File: src/rtl/prog_loader_if.sv
// Program-stream and instruction-memory write bundle for prog_loader.
// slave  : the loader (accepts the word stream, drives the memory write port)
// master : the program source / memory side
interface prog_loader_if #(
   parameter int D = 10,
   parameter int W = 9
);
   logic         in_valid;
   logic [W-1:0] in_data;
   logic         in_last;
   logic         in_ready;
   logic         wr_en;
   logic [D-1:0] wr_addr;
   logic [W-1:0] wr_data;

   modport master (
      output in_valid, in_data, in_last,
      input  in_ready, wr_en, wr_addr, wr_data
   );

   modport slave (
      input  in_valid, in_data, in_last,
      output in_ready, wr_en, wr_addr, wr_data
   );
endinterface

File: src/rtl/prog_loader.sv
// prog_loader: streams a program into instruction memory, then releases the
// CPU from reset and counts its run cycles until it reports done.
// Optional feature: define PROG_LOADER_CHECKSUM_EN to require a trailing XOR
// checksum word (CHECK state) before the CPU is released.
// Every output is a register; status flags are decoded from the next state so
// they line up exactly with the state register.
module prog_loader #(
   parameter int D = 10,
   parameter int W = 9
) (
   input  logic          clk,
   input  logic          reset,
   input  logic          start,
   prog_loader_if.slave  bus,
   output logic          cpu_reset,
   input  logic          cpu_done,
   output logic          busy,
   output logic          finished,
   output logic          error,
   output logic [D:0]    prog_len,
   output logic [15:0]   cycles
);

`ifdef PROG_LOADER_CHECKSUM_EN
   typedef enum logic [2:0] {
      IDLE  = 3'd0,
      LOAD  = 3'd1,
      CHECK = 3'd2,
      RUN   = 3'd3,
      DONE  = 3'd4,
      ERR   = 3'd5
   } state_t;
`else
   typedef enum logic [2:0] {
      IDLE  = 3'd0,
      LOAD  = 3'd1,
      RUN   = 3'd3,
      DONE  = 3'd4,
      ERR   = 3'd5
   } state_t;
`endif

   localparam logic [D-1:0] ADDR_MAX = '1;
   localparam logic [D-1:0] ADDR_ONE = D'(1);
   localparam logic [D:0]   LEN_ONE  = (D + 1)'(1);
   localparam logic [15:0]  CYC_MAX  = 16'hFFFF;

   state_t       state_reg,     state_next;
   logic [D-1:0] addr_reg,      addr_next;
   logic [D:0]   prog_len_reg,  prog_len_next;
   logic [15:0]  cycles_reg,    cycles_next;
   logic         wr_en_reg,     wr_en_next;
   logic [D-1:0] wr_addr_reg,   wr_addr_next;
   logic [W-1:0] wr_data_reg,   wr_data_next;
   logic         in_ready_reg,  in_ready_next;
   logic         cpu_reset_reg, cpu_reset_next;
   logic         busy_reg,      busy_next;
   logic         finished_reg,  finished_next;
   logic         error_reg,     error_next;
   logic         xfer;
`ifdef PROG_LOADER_CHECKSUM_EN
   logic [W-1:0] chk_reg,       chk_next;
`endif

   // state and datapath registers; reset abandons any load or run in progress
   always_ff @(posedge clk) begin
      if (reset) begin
         state_reg     <= IDLE;
         addr_reg      <= '0;
         prog_len_reg  <= '0;
         cycles_reg    <= '0;
         wr_en_reg     <= 1'b0;
         wr_addr_reg   <= '0;
         wr_data_reg   <= '0;
         in_ready_reg  <= 1'b0;
         cpu_reset_reg <= 1'b1;
         busy_reg      <= 1'b0;
         finished_reg  <= 1'b0;
         error_reg     <= 1'b0;
`ifdef PROG_LOADER_CHECKSUM_EN
         chk_reg       <= '0;
`endif
      end else begin
         state_reg     <= state_next;
         addr_reg      <= addr_next;
         prog_len_reg  <= prog_len_next;
         cycles_reg    <= cycles_next;
         wr_en_reg     <= wr_en_next;
         wr_addr_reg   <= wr_addr_next;
         wr_data_reg   <= wr_data_next;
         in_ready_reg  <= in_ready_next;
         cpu_reset_reg <= cpu_reset_next;
         busy_reg      <= busy_next;
         finished_reg  <= finished_next;
         error_reg     <= error_next;
`ifdef PROG_LOADER_CHECKSUM_EN
         chk_reg       <= chk_next;
`endif
      end
   end

   // next-state and datapath updates; in_ready_reg is high exactly in the
   // accepting states, so xfer is the real handshake
   always_comb begin
      state_next    = state_reg;
      addr_next     = addr_reg;
      prog_len_next = prog_len_reg;
      cycles_next   = cycles_reg;
      wr_en_next    = 1'b0;
      wr_addr_next  = wr_addr_reg;
      wr_data_next  = wr_data_reg;
`ifdef PROG_LOADER_CHECKSUM_EN
      chk_next      = chk_reg;
`endif
      xfer          = bus.in_valid && in_ready_reg;

      case (state_reg)
         IDLE, DONE, ERR: begin
            if (start) begin
               state_next    = LOAD;
               addr_next     = '0;
               prog_len_next = '0;
               cycles_next   = '0;
`ifdef PROG_LOADER_CHECKSUM_EN
               chk_next      = '0;
`endif
            end
         end

         LOAD: begin
            if (xfer) begin
               wr_en_next    = 1'b1;
               wr_addr_next  = addr_reg;
               wr_data_next  = bus.in_data;
               prog_len_next = prog_len_reg + LEN_ONE;
`ifdef PROG_LOADER_CHECKSUM_EN
               chk_next      = chk_reg ^ bus.in_data;
`endif
               // the counter parks at the top address instead of wrapping
               if (addr_reg != ADDR_MAX) begin
                  addr_next = addr_reg + ADDR_ONE;
               end
               if (bus.in_last) begin
`ifdef PROG_LOADER_CHECKSUM_EN
                  state_next = CHECK;
`else
                  state_next = RUN;
`endif
               end else if (addr_reg == ADDR_MAX) begin
                  state_next = ERR;
               end
            end
         end

`ifdef PROG_LOADER_CHECKSUM_EN
         CHECK: begin
            // the checksum word is compared only, never written
            if (xfer) begin
               state_next = (bus.in_data == chk_reg) ? RUN : ERR;
            end
         end
`endif

         RUN: begin
            if (cycles_reg != CYC_MAX) begin
               cycles_next = cycles_reg + 16'd1;
            end
            if (cpu_done && !cpu_reset_reg) begin
               state_next = DONE;
            end
         end

         default: begin
            state_next = IDLE;
         end
      endcase
   end

   // status flags decoded from the next state so they register with it
   always_comb begin
      in_ready_next  = 1'b0;
      busy_next      = 1'b0;
      cpu_reset_next = 1'b1;
      finished_next  = 1'b0;
      error_next     = 1'b0;
      case (state_next)
         LOAD: begin
            in_ready_next = 1'b1;
            busy_next     = 1'b1;
         end
`ifdef PROG_LOADER_CHECKSUM_EN
         CHECK: begin
            in_ready_next = 1'b1;
            busy_next     = 1'b1;
         end
`endif
         RUN: begin
            busy_next      = 1'b1;
            cpu_reset_next = 1'b0;
         end
         DONE: begin
            finished_next = 1'b1;
         end
         ERR: begin
            error_next = 1'b1;
         end
         default: begin
            in_ready_next = 1'b0;
         end
      endcase
   end

   assign bus.in_ready = in_ready_reg;
   assign bus.wr_en    = wr_en_reg;
   assign bus.wr_addr  = wr_addr_reg;
   assign bus.wr_data  = wr_data_reg;
   assign cpu_reset    = cpu_reset_reg;
   assign busy         = busy_reg;
   assign finished     = finished_reg;
   assign error        = error_reg;
   assign prog_len     = prog_len_reg;
   assign cycles       = cycles_reg;

endmodule

File: src/flat_wrapper.sv
// flat-port wrapper written by rule: the top's interface ports become plain ports
module prog_loader_flat 
#(
   parameter int D = 10,
   parameter int W = 9
)
  (clk, reset, start, cpu_reset, cpu_done, busy, finished, error, prog_len, cycles, bus_in_valid, bus_in_data, bus_in_last, bus_in_ready, bus_wr_en, bus_wr_addr, bus_wr_data);
  prog_loader_if #(.D(D), .W(W)) bus_i ();
  input  logic clk;
  input  logic reset;
  input  logic start;
  output logic cpu_reset;
  input  logic cpu_done;
  output logic busy;
  output logic finished;
  output logic error;
  output logic [D:0] prog_len;
  output logic [15:0] cycles;
  input wire logic [$bits(bus_i.in_valid)-1:0] bus_in_valid;
  input wire logic [$bits(bus_i.in_data)-1:0] bus_in_data;
  input wire logic [$bits(bus_i.in_last)-1:0] bus_in_last;
  output wire logic [$bits(bus_i.in_ready)-1:0] bus_in_ready;
  output wire logic [$bits(bus_i.wr_en)-1:0] bus_wr_en;
  output wire logic [$bits(bus_i.wr_addr)-1:0] bus_wr_addr;
  output wire logic [$bits(bus_i.wr_data)-1:0] bus_wr_data;
  assign bus_i.in_valid = bus_in_valid;
  assign bus_i.in_data = bus_in_data;
  assign bus_i.in_last = bus_in_last;
  assign bus_in_ready = bus_i.in_ready;
  assign bus_wr_en = bus_i.wr_en;
  assign bus_wr_addr = bus_i.wr_addr;
  assign bus_wr_data = bus_i.wr_data;
  prog_loader #(.D(D), .W(W)) u_core (.clk(clk), .reset(reset), .start(start), .bus(bus_i), .cpu_reset(cpu_reset), .cpu_done(cpu_done), .busy(busy), .finished(finished), .error(error), .prog_len(prog_len), .cycles(cycles));
endmodule
File: config.mk
export PLATFORM = sky130hd
export DESIGN_NAME = prog_loader_flat
export DESIGN_NICKNAME = d
export VERILOG_FILES = /design/src/rtl/prog_loader_if.sv /design/src/rtl/prog_loader.sv /design/src/flat_wrapper.sv
export SDC_FILE = /design/constraint.sdc
export NUM_CORES = 1
export LEC_CHECK = 0
export BUFFER_PORTS_ARGS = -buffer_cell sky130_fd_sc_hd__buf_2
export CAP_MARGIN = 5
export CORE_MARGIN = 2
export CORE_UTILIZATION = 53
export CTS_CLUSTER_SIZE = 30
export DETAILED_ROUTE_END_ITERATION = 12
export PLACE_DENSITY = 0.79
export REMOVE_ABC_BUFFERS = 1
export SYNTH_ARGS = -nofsm -noshare
export SYNTH_HDL_FRONTEND = slang
export SYNTH_SLANG_ARGS = --single-unit
File: constraint.sdc
create_clock -name clk -period 2.6 [get_ports clk]
set_input_delay 0.13 -clock clk [delete_from_list [all_inputs] [get_ports clk]]
set_output_delay 0.13 -clock clk [all_outputs]
set_load 0.1 [all_outputs]
* After elaboration in Yosys (flattened, before gate mapping)
Index checks and enable logic that the tools add are counted.
** Cells by class
- Add/subtract/negate cells :: 3
- Eq/ne operators :: 15
- Muxes and demuxes :: 22
- Bitwise logic cells :: 1
- Reductions and logical operators :: 13
** Operators by type and width (number)
- two-way mux 16 bit :: 2
- one-hot mux 16 bit (2 select lines) :: 1
- two-way mux 10 bit :: 3
- two-way mux 11 bit :: 2
- one-hot mux 11 bit (2 select lines) :: 1
- one-hot mux 10 bit (2 select lines) :: 1
- adder 16 x 1 -> 16 bit (second input constant) :: 1
- != test 16 bit (second input constant) :: 1
- two-way mux 3 bit :: 5
- equality test 3 bit (second input constant) :: 4
- adder 11 x 1 -> 11 bit (second input constant) :: 1
- adder 10 x 1 -> 10 bit (second input constant) :: 1
- equality test 10 bit (second input constant) :: 1
- != test 10 bit (second input constant) :: 1
- one-hot mux 3 bit (3 select lines) :: 1
- equality test 3 x 1 -> 1 bit (second input constant) :: 2
- equality test 3 x 2 -> 1 bit (second input constant) :: 2
- two-way mux 1 bit :: 6
- != test 2 x 1 -> 1 bit (second input constant) :: 3
- AND reduction 3 bit :: 2
- AND reduction 4 bit :: 1
- nonzero test 2 bit :: 2
- OR reduction 2 bit :: 2
- zero test 3 bit :: 1
- other kinds (6) :: 7
** Storage, ports and cells
- Register bits :: 65
- Input port bits :: 15
- Output and inout bits :: 52
- Word-level logic and storage cells :: 66

* Longest topological paths before layout
Gate-level depths: netlist of run 1.
- Word-level depth :: 8
- Depth in mapped cells :: 7
- Depth with buffers taken out :: 6

* Worst setup path after synthesis of run 1
OpenSTA, ideal clock, no wires.
- Kind :: register to register
- Start point :: reg u_core.cycles_reg[8], in the netlist u_core.cycles[8]
- End point :: reg u_core.cycles_reg[5], in the netlist u_core.cycles[5]
- Library setup time :: 0.128 ns
- Arrival time :: 2.535 ns
- Required time :: 2.472 ns
- Setup slack :: -0.063 ns
- Cell stages (with the launch flop) :: 6
- Buffers on the path :: 0
- Clock period less this slack :: 2.663 ns
- Path through :: dfxtp_1 > nand4_1 > nor4_1 > a211oi_1 > xnor2_1 > nor2_1
** On the way
- Longest elaborated chain between the ends :: 3
** RTL lines
- start: declaration :: RTL line prog_loader.sv:51 : logic [15:0] cycles_reg, cycles_next;
- start signal: assignment :: RTL line prog_loader.sv:87 : cycles_reg <= cycles_next;
- != test 16 bit :: RTL line prog_loader.sv:165 : if (cycles_reg != CYC_MAX) begin
- != test 2 x 1 -> 1 bit (no source line)
- AND reduction 3 bit (no source line)
No other way between the ends.
A chain may end at the register's enable or synchronous reset.

* Worst setup path after layout of run 1
- Start point :: reg u_core.state_reg[0]
- End point :: reg u_core.addr_reg[3]
** On the way
- Longest elaborated chain between the ends :: 4
- Elaborated cells on any way between the ends :: 11
- Those cells by class :: 6 x eq/ne; 1 x mux; 4 x reduce/logical
** RTL lines
- start: declaration :: RTL line prog_loader.sv:48 : state_t state_reg, state_next;
- start signal: assignment :: RTL line prog_loader.sv:84 : state_reg <= state_next;
- equality test 3 bit / zero test 3 bit (equally long branches) :: RTL line prog_loader.sv:117 : case (state_reg)
- OR reduction 3 bit :: RTL line prog_loader.sv:117
- != test 2 bit (no source line) / nonzero test 2 bit (equally long branches)
- AND reduction 4 bit (no source line)
- end signal: assignment :: RTL line prog_loader.sv:85 : addr_reg <= addr_next;
- end: declaration :: RTL line prog_loader.sv:49 : logic [D-1:0] addr_reg, addr_next;
Parallel ways exist; a longest one is shown, timed or not.

==> results.json, run 1 <==
{
  "status": "completed",
  "p_per_area_nw_per_um2": 590,
  "grt_pass1_wl_um": 9860,
  "slew_viol_final": 0,
  "skew_ps": 8.89,
  "synthToLayoutAreaGrowth_pct": 21.0,
  "ys_top_cells_by_area": "dfxtp_1 47%, xnor2_1 7.6%, nand2_1 7.5%",
  "ff_latch_area_um2": 1300,
  "drive_gt1_frac": 0.219,
  "finalPower_w": 0.00197,
  "port_buffers": 66,
  "wl_met1_um": 2660,
  "grt-ovfl-total": 0,
  "cp_max_fo": 16,
  "final_util": 0.657,
  "max_freq_mhz": 476,
  "grt_max_degree": 33,
  "cp.arrival_ps": 2360,
  "cts_root_buffer": "clkbuf_8",
  "clock_path_buffers": 2,
  "grt_pass1_vias": 2233,
  "multiInputGateArea_um2": 1390,
  "grt.total_usage": 0.208,
  "hpwlAfterDp_um": 3950,
  "synth-edff-count": 0,
  "syn-cell-area_um2": 2760,
  "cts_max_level": 3,
  "worst_path_largest_cell_delay_ps": 470,
  "synthCells": 327,
  "first_pass_iters": 4,
  "drt_wl_total_um": 5790,
  "antenna_cells": 0,
  "path_cells": "nand2b_2 > mux2_4 > or3_1 > or3_1 > a21oi_1",
  "maxUsedRoutingLayer": "met4",
  "setup.worst_path.class": "reg -> reg",
  "die_area_um2": 5790,
  "final_cells": 468,
  "placeableCoreArea_um2": 5070,
  "dr_wl_met2_um": 2810,
  "tightest_slew_ps": 608,
  "numCtsBuffers": 9,
  "cpMostUsedCell": "or3_1",
  "final_nets": 411,
  "yosysSeqAreaShare": 0.472,
  "synthArstFlopShare": 0,
  "hold_class": "in -> reg",
  "synth.most_common_cell": "dfxtp_1",
  "start_kind": "flip-flop",
  "slew_headroom": 0.591,
  "fin_crit_ps": 2100,
  "vias_per_cell": 5.27,
  "hold_viol_final": 0,
  "peakVddDrop_mv": 0.332,
  "ys_seq_elements": 65,
  "power_leakage_nw": 1.27,
  "required_ps": 2860,
  "worst-path-buf-inv": 0,
  "synth_common_cells": "65 x dfxtp_1, 55 x nand2_1, 34 x nor2_1, 27 x a21oi_1, 24 x xnor2_1",
  "synth_area_per_cell_um2": 8.43,
  "synth_ff_type": "dfxtp_1",
  "dpl.cell_count": 452,
  "clock_latency_ps": 340,
  "postCtsHoldBufs": 0,
  "endpoint_kind": "flip-flop",
  "die_x_um": 76.1,
  "post-route-drc-count": 0,
  "cts_tree": "built",
  "antenna_found_initial": 0,
  "antenna_left": 0,
  "post_cts_buffers": 0,
  "synth_cell_type_count": 38,
  "tns_ps": 0,
  "cp_slowest_cell": "or3_1",
  "initial_utilization": 0.543,
  "synth_top_area_frac": 0.472,
  "die_h_um": 76.1,
  "drt_iter0_markers": 118,
  "num_io_pins": 67,
  "drv_cap": 0,
  "cts_sinks": 65,
  "vias": 2466,
  "path_clk_slew_ps": 70,
  "cts_resized": 0,
  "finalCritPeriodShare": 0.807,
  "yosysTopAreaCell": "dfxtp_1",
  "ys_warn_count": 0,
  "wl_per_cell_um": 12.4,
  "grt_setup_unrepaired": "no",
  "met3WireLength_um": 260,
  "largest_register_ffs": 16,
  "cpLargestDelayFamily": "simple AND/OR/NAND/NOR gates",
  "placementRows": 26,
  "setup_violations": 0,
  "gp_congestion": 0.854,
  "fillers": 457
}
## layer usage
layer,vias up,track usage
li1,1278,-
met1,1130,0.251
met2,50,0.355
met3,8,0.0438
met4,0,0.0964
met5,-,0
## final timing paths
| check | startpoint | end | slack [ps] | cells past startpoint |
|---|---|---|---|---|
| worst max-delay path | u_core.state_reg[0] | u_core.addr_reg[3] | 500 | 5 |
| worst min-delay path | bus_in_data[1] | u_core.bus.wr_data[1] | 20 | 3 |
| worst max register to register | u_core.state_reg[0] | u_core.addr_reg[3] | 500 | 5 |
| worst min register to register | u_core.bus.wr_data[3] | u_core.bus.wr_data[3] | 450 | 2 |
## cell usage in the layout, fill, tap and decap left out, drive strengths merged, types with 2 or more instances in the layout
cell | netlist | routed
nor4 | 9 | 9
and4 | 4 | 4
and2 | 3 | 3
inv | 3 | 3
ha | 3 | 3
clkinv | 0 | 2
or3 | 6 | 6
nor4b | 8 | 8
nor3 | 10 | 10
nand4 | 6 | 6
nor3b | 4 | 4
clkbuf | 14 | 13
dfxtp | 65 | 65
a211oi | 4 | 4
nand3 | 15 | 15
xnor2 | 24 | 24
nand2 | 55 | 55
a21o | 2 | 2
nand2b | 3 | 3
nor2b | 3 | 3
a21oi | 27 | 27
buf | 1 | 70
o21ai | 9 | 9
and3 | 2 | 2
nor2 | 34 | 34
## report_power, final
group          switching (W)  total [W]  internal, W
combinational      0.0000992   0.000127    0.0000274
clock               0.000364   0.000831     0.000467
sequential        0.00000712    0.00101      0.00100
total               0.000470    0.00197      0.00150
## worst register-to-register path, cell delays in order (launching register included)
cell and delay (ps):
dfxtp_1 450, nand2b_2 160, mux2_4 410, or3_1 480, or3_1 380, a21oi_1 160
## area by class of cell
| class | count | share of cell area |
|---|---|---|
| timing repair buffer | 70 | 0.108 |
| inverter | 3 | 0.00338 |
| tap | 70 | 0.0263 |
| clock inverter | 3 | 0.0120 |
| clock buffer | 13 | 0.0447 |
| multi-input combinational | 244 | 0.415 |
| sequential | 65 | 0.390 |
## metrics by stage
step,worst slack [ps],instance area [um2],hold slack (ps)
4_1_cts,540,3330,12.5
2_1_floorplan,-79.8,2700,199
5_1_grt,286,3330,38.4
6_report,501,3330,23.4
3_3_place_gp,622,3150,370
3_5_place_dp,561,3150,376
## logic make-up (layout without fill, tap and decap cells)
group / Yosys count / count (layout) / share of synthesized area
compound gates: 48 / 48 / 0.0990
xor+xnor: 24 / 24 / 0.0763
fa+ha+maj: 3 / 3 / 0.0136
buf+inv: 18 / 89 / 0.0250
flops: 65 / 65 / 0.472
mux: 1 / 1 / 0.00545
simple gates: 168 / 168 / 0.308
Power figures use the tool's default switching activity.
==> run 2, diff against run 1 <==
- CORE_UTILIZATION: 53 -> 48
- PLACE_DENSITY: 0.79 -> 0.76
- clock period: 2.6 -> 1.86 ns (I/O delays scaled with it)
==> run 2 against run 1 <==
Net effect:
- fmax up 14%
- largest cell class unchanged
- critical endpoint is now u_core.prog_len[3]
- clock skew down 3.0 ps
- largest power group unchanged
- sequential cell count unchanged
- core utilization down 1.4 points
==> results.json, run 2 (synthesis gave the netlist of run 1 again) <==
{
  "status": "completed",
  "placeableCoreArea_um2": 5540,
  "mostFrequentLayoutCells": "66 x buf_2, 64 x dfxtp_1, 55 x nand2_1",
  "p_per_area_nw_per_um2": 809,
  "initial_utilization": 0.497,
  "worstHoldStart": "reset",
  "antenna_cells": 0,
  "antenna_found_initial": 0,
  "setup.worst_path.class": "reg -> reg",
  "busiest_layer": "met2",
  "vias_per_cell": 5.40,
  "final_common_cell": "buf_2",
  "die_x_um": 79.8,
  "fillers": 479,
  "p_sw_frac": 0.238,
  "worst_path_largest_cell_delay_ps": 460,
  "grt-ovfl-total": 0,
  "die_h_um": 79.8,
  "cts_tree": "built",
  "antenna_left": 0,
  "worst-path-buf-inv": 1,
  "grt_pass1_wl_um": 11200,
  "clock_path_buffers": 2,
  "num_io_pins": 67,
  "skew_ps": 5.90,
  "p_int_w": 0.00219,
  "use_met3": 0.0566,
  "final_area_um2": 3560,
  "required_ps": 2080,
  "max_freq_mhz": 544,
  "slew_viol_final": 0,
  "first_pass_iters": 4,
  "power_leakage_nw": 1.38,
  "final_util": 0.643,
  "start_kind": "flip-flop",
  "r2r-start": "u_core.state_reg[2]",
  "drv_cap": 0,
  "place_area_um2": 3240,
  "wl_per_cell_um": 13.6,
  "p_comb_frac": 0.073,
  "numCtsBuffers": 9,
  "slew_headroom": 0.669,
  "met1_usage": 0.275,
  "setup_violations": 0,
  "cp_max_fo": 13,
  "cpLargestDelayFamily": "simple AND/OR/NAND/NOR gates",
  "placementRows": 27,
  "clockPowerShare": 0.437,
  "multiInputGateArea_um2": 1410,
  "finalCritPeriodShare": 0.988,
  "grt_pass1_vias": 2468,
  "switchingPower_w": 0.000687,
  "cp_slowest_cell": "nor4b_1",
  "grt_max_degree": 31,
  "gr-usage-met2": 0.375,
  "grt.total_usage": 0.223,
  "hold_ws_ps": 64.9,
  "cts_max_level": 3,
  "drt_wl_total_um": 6700,
  "vias": 2653,
  "largest_register_ffs": 16,
  "cts_sinks": 65,
  "path_clk_slew_ps": 70,
  "endpoint_kind": "flip-flop",
  "fin_crit_ps": 1840,
  "cts_root_buffer": "clkbuf_8",
  "hold_class": "in -> reg",
  "post-route-drc-count": 0,
  "pwr-share-seq": 0.490,
  "startpoint": "u_core.state_reg[2]",
  "gp_congestion": 0.840,
  "drt_iter0_markers": 171,
  "hold_viol_final": 0,
  "hpwlAfterDp_um": 4380,
  "clock_latency_ps": 340,
  "peakVddDrop_mv": 0.468,
  "drive_gt1_frac": 0.251,
  "cp.arrival_ps": 2060,
  "grt_setup_unrepaired": "yes",
  "path_cells": "nand2b_2 > mux2_4 > buf_4 > nor4b_1 > xnor2_1 > nor2_1",
  "final_nets": 432,
  "ff_latch_area_um2": 1300,
  "port_buffers": 66,
  "synthToLayoutAreaGrowth_pct": 29.2,
  "die_area_um2": 6360,
  "tightest_slew_ps": 500
}
-- run 2: per-stage QoR --
stage          power [W]  instances  TNS [ps]  setup WS [ps]
2_1_floorplan    0.00156        312    -27530           -820
3_3_place_gp     0.00163        466         0           39.2
3_5_place_dp     0.00163        466      -104          -38.7
4_1_cts          0.00289        491         0           9.18
5_1_grt          0.00297        491      -294          -53.5
6_report         0.00288        491         0           21.7
-- run 2: what timing repair did --
action / CTS / global route
pin swaps: 0 / 1
hold endpoints to repair: 9 / 0
gates resized for setup: 2 / 3
setup endpoints to repair: 4 / 11
buffers inserted: 0 / 0
hold buffers: 9 / 0
-- run 2: routing by layer --
layer	vias up	part of all wire
li1	1318	-
met1	1241	0.44
met2	75	0.49
met3	19	0.047
met4	0	0.020
met5	-	0
-- run 2: power groups by stage --
stage          Sequential [W]  Clock (W)  Combinational [W]
6_report              0.00141    0.00126           0.000211
5_1_grt               0.00141    0.00133           0.000227
4_1_cts               0.00141    0.00127           0.000210
3_5_place_dp          0.00144          0           0.000191
2_1_floorplan         0.00151          0          0.0000550
3_3_place_gp          0.00144          0           0.000189
-- run 2: worst paths after layout --
path                                               to  slack, ps  cells after the start
worst max-delay path               u_core.prog_len[3]         20                      6
worst min-delay path              u_core.state_reg[0]         60                      2
worst max register to register     u_core.prog_len[3]         20                      6
worst min register to register  u_core.bus.wr_data[3]        450                      2
-- run 2: area by class of cell --
class	instances	area share
Multi-Input combinational cell	244	0.396
Sequential cell	65	0.366
Timing Repair Buffer	91	0.152
Clock buffer	14	0.0485
Tap cell	72	0.0253
Clock inverter	2	0.00984
Inverter	3	0.00316
-- run 2: worst reg2reg max path: stages (launching register included) --
cell	delay, ps
dfxtp_2	320
nand2b_2	180
mux2_4	330
buf_4	190
nor4b_1	460
xnor2_1	180
nor2_1	50
